### config.mk
export PLATFORM = sky130hd
export DESIGN_NAME = piscaleds1
export DESIGN_NICKNAME = d
export VERILOG_FILES = /design/src/rtl/piscaleds1_pkg.sv /design/src/rtl/piscaleds1_tri_det.sv /design/src/rtl/piscaleds1.sv
export SDC_FILE = /design/constraint.sdc
export NUM_CORES = 1
export LEC_CHECK = 0
export BUFFER_PORTS_ARGS = -buffer_cell sky130_fd_sc_hd__buf_2
export CORE_MARGIN = 2
export CORE_UTILIZATION = 50
export DETAILED_ROUTE_END_ITERATION = 8
export PLACE_DENSITY = 0.76
export SETUP_SLACK_MARGIN = 0.3
export SYNTH_ARGS = -nofsm -noshare
export SYNTH_HDL_FRONTEND = slang
export SYNTH_HIERARCHICAL = 1
export SYNTH_SLANG_ARGS = --single-unit
### constraint.sdc
create_clock -name CLOCK_50 -period 20.5 [get_ports CLOCK_50]
set_input_delay 3.075 -clock CLOCK_50 [delete_from_list [all_inputs] [get_ports CLOCK_50]]
set_output_delay 3.075 -clock CLOCK_50 [all_outputs]
set_load 0.05 [all_outputs]
### src/rtl/piscaleds1_pkg.sv
// Shared widths, types and orientation codes for the piscaleds1 triangle-area engine.
// Optional orientation output is enabled by defining PISCALEDS1_ORIENT_EN.
package piscaleds1_pkg;
  localparam int CW = 11;
  localparam int AW = 2*CW-1;
  localparam int DW = 2*CW+2;

  typedef logic        [0:CW-1] coord_t;
  typedef logic        [0:AW-1] area_t;
  typedef logic signed [DW-1:0] det_t;
  typedef logic signed [CW:0]   diff_t;

  localparam logic [1:0] ORIENT_COL = 2'b00;
  localparam logic [1:0] ORIENT_CCW = 2'b01;
  localparam logic [1:0] ORIENT_CW  = 2'b10;

  // Unsigned coordinates widened by one bit so the difference is exact and signed.
  function automatic diff_t sub_u(input coord_t a, input coord_t b);
    return diff_t'({1'b0, a}) - diff_t'({1'b0, b});
  endfunction
endpackage

### src/rtl/piscaleds1_tri_det.sv
// Stages S1+S2: cross-product terms, then the registered signed determinant.
module tri_det
  import piscaleds1_pkg::*;
(
  input  logic   CLOCK_50,
  input  logic   rst_n,
  input  logic   in_valid,
  input  coord_t ax,
  input  coord_t ay,
  input  coord_t bx,
  input  coord_t by,
  input  coord_t cx,
  input  coord_t cy,
  output logic   det_valid,
  output det_t   det
);
  det_t       p1_d, p1_q, p2_d, p2_q, det_d, det_q;
  logic [1:0] vld_pipe_d, vld_pipe_q;

  // (b-a)x(c-a) form: products fit in 23 bits signed, difference in 24.
  always_comb begin
    p1_d       = p1_q;
    p2_d       = p2_q;
    det_d      = det_q;
    vld_pipe_d = {vld_pipe_q[0], in_valid};
    if (in_valid) begin
      p1_d = det_t'(sub_u(bx, ax)) * det_t'(sub_u(cy, ay));
      p2_d = det_t'(sub_u(cx, ax)) * det_t'(sub_u(by, ay));
    end
    if (vld_pipe_q[0])
      det_d = p1_q - p2_q;
  end

  always_ff @(posedge CLOCK_50) begin
    if (!rst_n) begin
      p1_q       <= '0;
      p2_q       <= '0;
      det_q      <= '0;
      vld_pipe_q <= '0;
    end else begin
      p1_q       <= p1_d;
      p2_q       <= p2_d;
      det_q      <= det_d;
      vld_pipe_q <= vld_pipe_d;
    end
  end

  assign det_valid = vld_pipe_q[1];
  assign det       = det_q;
endmodule

### src/rtl/piscaleds1.sv
// Pipelined triangle area: floor(|det|/2) with fixed 3-cycle latency.
// Define PISCALEDS1_ORIENT_EN to add the winding-direction output 'orient'.
module piscaleds1
  import piscaleds1_pkg::*;
(
  input  logic   CLOCK_50,
  input  logic   rst_n,
  input  logic   in_valid,
  input  coord_t ax,
  input  coord_t ay,
  input  coord_t bx,
  input  coord_t by,
  input  coord_t cx,
  input  coord_t cy,
  output logic   out_valid,
  output area_t  area
`ifdef PISCALEDS1_ORIENT_EN
  ,
  output logic [1:0] orient
`endif
);
  logic  det_valid;
  det_t  det, mag;
  logic  out_valid_d, out_valid_q;
  area_t area_d, area_q;

  tri_det u_tri_det (
    .CLOCK_50  (CLOCK_50),
    .rst_n     (rst_n),
    .in_valid  (in_valid),
    .ax        (ax),
    .ay        (ay),
    .bx        (bx),
    .by        (by),
    .cx        (cx),
    .cy        (cy),
    .det_valid (det_valid),
    .det       (det)
  );

  // |det| never exceeds (2^CW-1)^2, so negation cannot overflow.
  always_comb begin
    mag         = det[DW-1] ? -det : det;
    out_valid_d = det_valid;
    area_d      = area_q;
    if (det_valid)
      area_d = area_t'(mag >> 1);
  end

  always_ff @(posedge CLOCK_50) begin
    if (!rst_n) begin
      out_valid_q <= 1'b0;
      area_q      <= '0;
    end else begin
      out_valid_q <= out_valid_d;
      area_q      <= area_d;
    end
  end

  assign out_valid = out_valid_q;
  assign area      = area_q;

`ifdef PISCALEDS1_ORIENT_EN
  logic [1:0] orient_d, orient_q;

  always_comb begin
    orient_d = orient_q;
    if (det_valid) begin
      if (det[DW-1])      orient_d = ORIENT_CW;
      else if (det != '0) orient_d = ORIENT_CCW;
      else                orient_d = ORIENT_COL;
    end
  end

  always_ff @(posedge CLOCK_50) begin
    if (!rst_n) orient_q <= ORIENT_COL;
    else        orient_q <= orient_d;
  end

  assign orient = orient_q;
`endif
endmodule

==> impl_metrics.json <==
{
  "outcome": "completed",
  "period_minus_slack_ns": 10.21,
  "r2r_cells": 10,
  "dr.first_iter.drc_count": 792,
  "grt_pass1_vias": 13918,
  "cts_root_buf": "clkbuf_16",
  "design.core.area_um2": 35300,
  "diodes": 0,
  "grt_max_degree": 94,
  "grt_usage": 0.229,
  "die_w_um": 193,
  "r2r-end": "u_tri_det/det[23]",
  "critPathMaxFanout": 13,
  "hold_depth": 1,
  "relSlewSlack": 0.147,
  "drive_gt1_frac": 0.0773,
  "setup-tns-final_ns": 0,
  "vias": 13599,
  "dieHeight_um": 193,
  "antenna_found_initial": 0,
  "grt_pass1_wl_mm": 67.9,
  "start_util": 0.504,
  "clock_path_buffers": 2,
  "tightest_slew_ns": 1.28,
  "drv_cap": 0,
  "cts_tree": "done",
  "hold_path_end": "u_tri_det/p2_q[12]",
  "regToRegSetupSlack_ns": 18.01,
  "nNetsFinal": 2612,
  "htree_levels": 3,
  "rows": 69,
  "cp_slowest_cell": "xor2_1",
  "crit_path_end_kind": "flop",
  "postSynthAreaPerCell_um2": 8.68,
  "wirelength_mm": 41.2,
  "drv_slew": 0,
  "critPathKind": "in -> reg",
  "drc": 0,
  "rsz0062_at_grt": "no",
  "critPathMaxStageDelay_ns": 0.98,
  "syn2layout_area_growth_pct": 6.43,
  "layout_common_cells": "400 x inv_1, 283 x fa_1, 195 x nand2_1",
  "synth_area_um2": 17800,
  "crit_required_ns": 20.72,
  "routedWlPerCell_um": 16.1,
  "setup_violations": 0,
  "cts_setup_buffers": 0,
  "synthCells": 2049,
  "cpMostUsedCell": "fa_1",
  "synth_warnings": 6,
  "clk_pin_slew_ns": 0.07,
  "portBuffers": 90,
  "r2r-start": "u_tri_det/p2_q[14]",
  "dieArea_um2": 37100,
  "min_period_over_period": 0.498,
  "ios": 91,
  "cts_sinks": 95,
  "vias_per_cell": 5.32,
  "clk_latency_ns": 0.35,
  "first_pass_iters": 6,
  "startpoint_type": "input port",
  "postCtsHoldBufs": 0,
  "grt-ovfl-total": 0,
  "place.detailed.hpwl_mm": 34.4,
  "globalplace.congestion": 0.962,
  "fmax_ghz": 0.0980,
  "antenna_left": 0,
  "hold_violations": 0,
  "ctsResizeCount": 0,
  "min_from": "u_tri_det/p2_q[12]",
  "final.setup_skew_ns": 0.00574,
  "hold_class": "reg -> reg",
  "cp.arrival_ns": 10.43,
  "cts_made_buffers": 9,
  "syn-num-nets": 2569,
  "final_common_cell": "inv_1"
}
cell type report:
type / count / area [um^2]
fillers: 3174 / 16400
clock inverters: 7 / 103
clock buffers: 9 / 225
multi-input cells: 1481 / 14100
inverters: 400 / 1500
well taps: 461 / 577
repair buffers: 105 / 563
flip-flops and latches: 95 / 1900
critical path: cells and delay by family:
| kind | cells | cell delay [ns] |
|---|---|---|
| adder cells (fa/ha/maj) | 7 | 3.05 |
| AO/OA/AOI/OAI | 12 | 2.36 |
| XOR/XNOR | 2 | 1.17 |
| AND/OR/NAND/NOR | 2 | 0.40 |
| buffers and inverters | 4 | 0.36 |
how the worst max path moves through the flow:
stage,from,endpoint,slack [ns],depth (start not counted)
after global placement,ay[1],u_tri_det/p1_q[23],10.16,27
after CTS,cy[0],u_tri_det/p1_q[22],10.40,29
final,ay[1],u_tri_det/p1_q[22],10.29,27
after detailed placement,cy[0],u_tri_det/p1_q[22],10.04,29
after global routing,ax[0],u_tri_det/p1_q[22],9.97,28
after floorplan,cx[0],u_tri_det/p2_q[23],10.98,31
sequential cells by signal (all words and copies together), names as in the netlist:
| signal | cells |
|---|---|
| u_tri_det/p1_q | 24 |
| u_tri_det/p2_q | 24 |
| u_tri_det/det | 23 |
| area | 21 |
| u_tri_det/vld_pipe_q | 2 |
| out_valid | 1 |
through the flow:
step	area (um^2)	worst slack, ns	cells	hold WS, ns	util
3_5_place_dp	18600	10.04	2542	0.467	0.527
3_3_place_gp	18600	10.16	2542	0.466	0.527
2_1_floorplan	17800	10.98	2049	0.423	-
4_1_cts	18900	10.40	2558	0.483	0.536
5_1_grt	18900	9.97	2558	0.519	0.536
6_report	18900	10.29	2558	0.480	0.536
per-layer routing:
metal	vias to the layer above	wire length, um	track usage
met2	408	19500	0.389
li1	6521	-	-
met1	6602	18200	0.306
met3	68	2230	0.0242
met5	-	0	0
met4	0	1220	0.0734
Power is left out: the tool's default activity adds up to more than one toggle a clock period on the data nets, which glitch-free logic cannot reach.
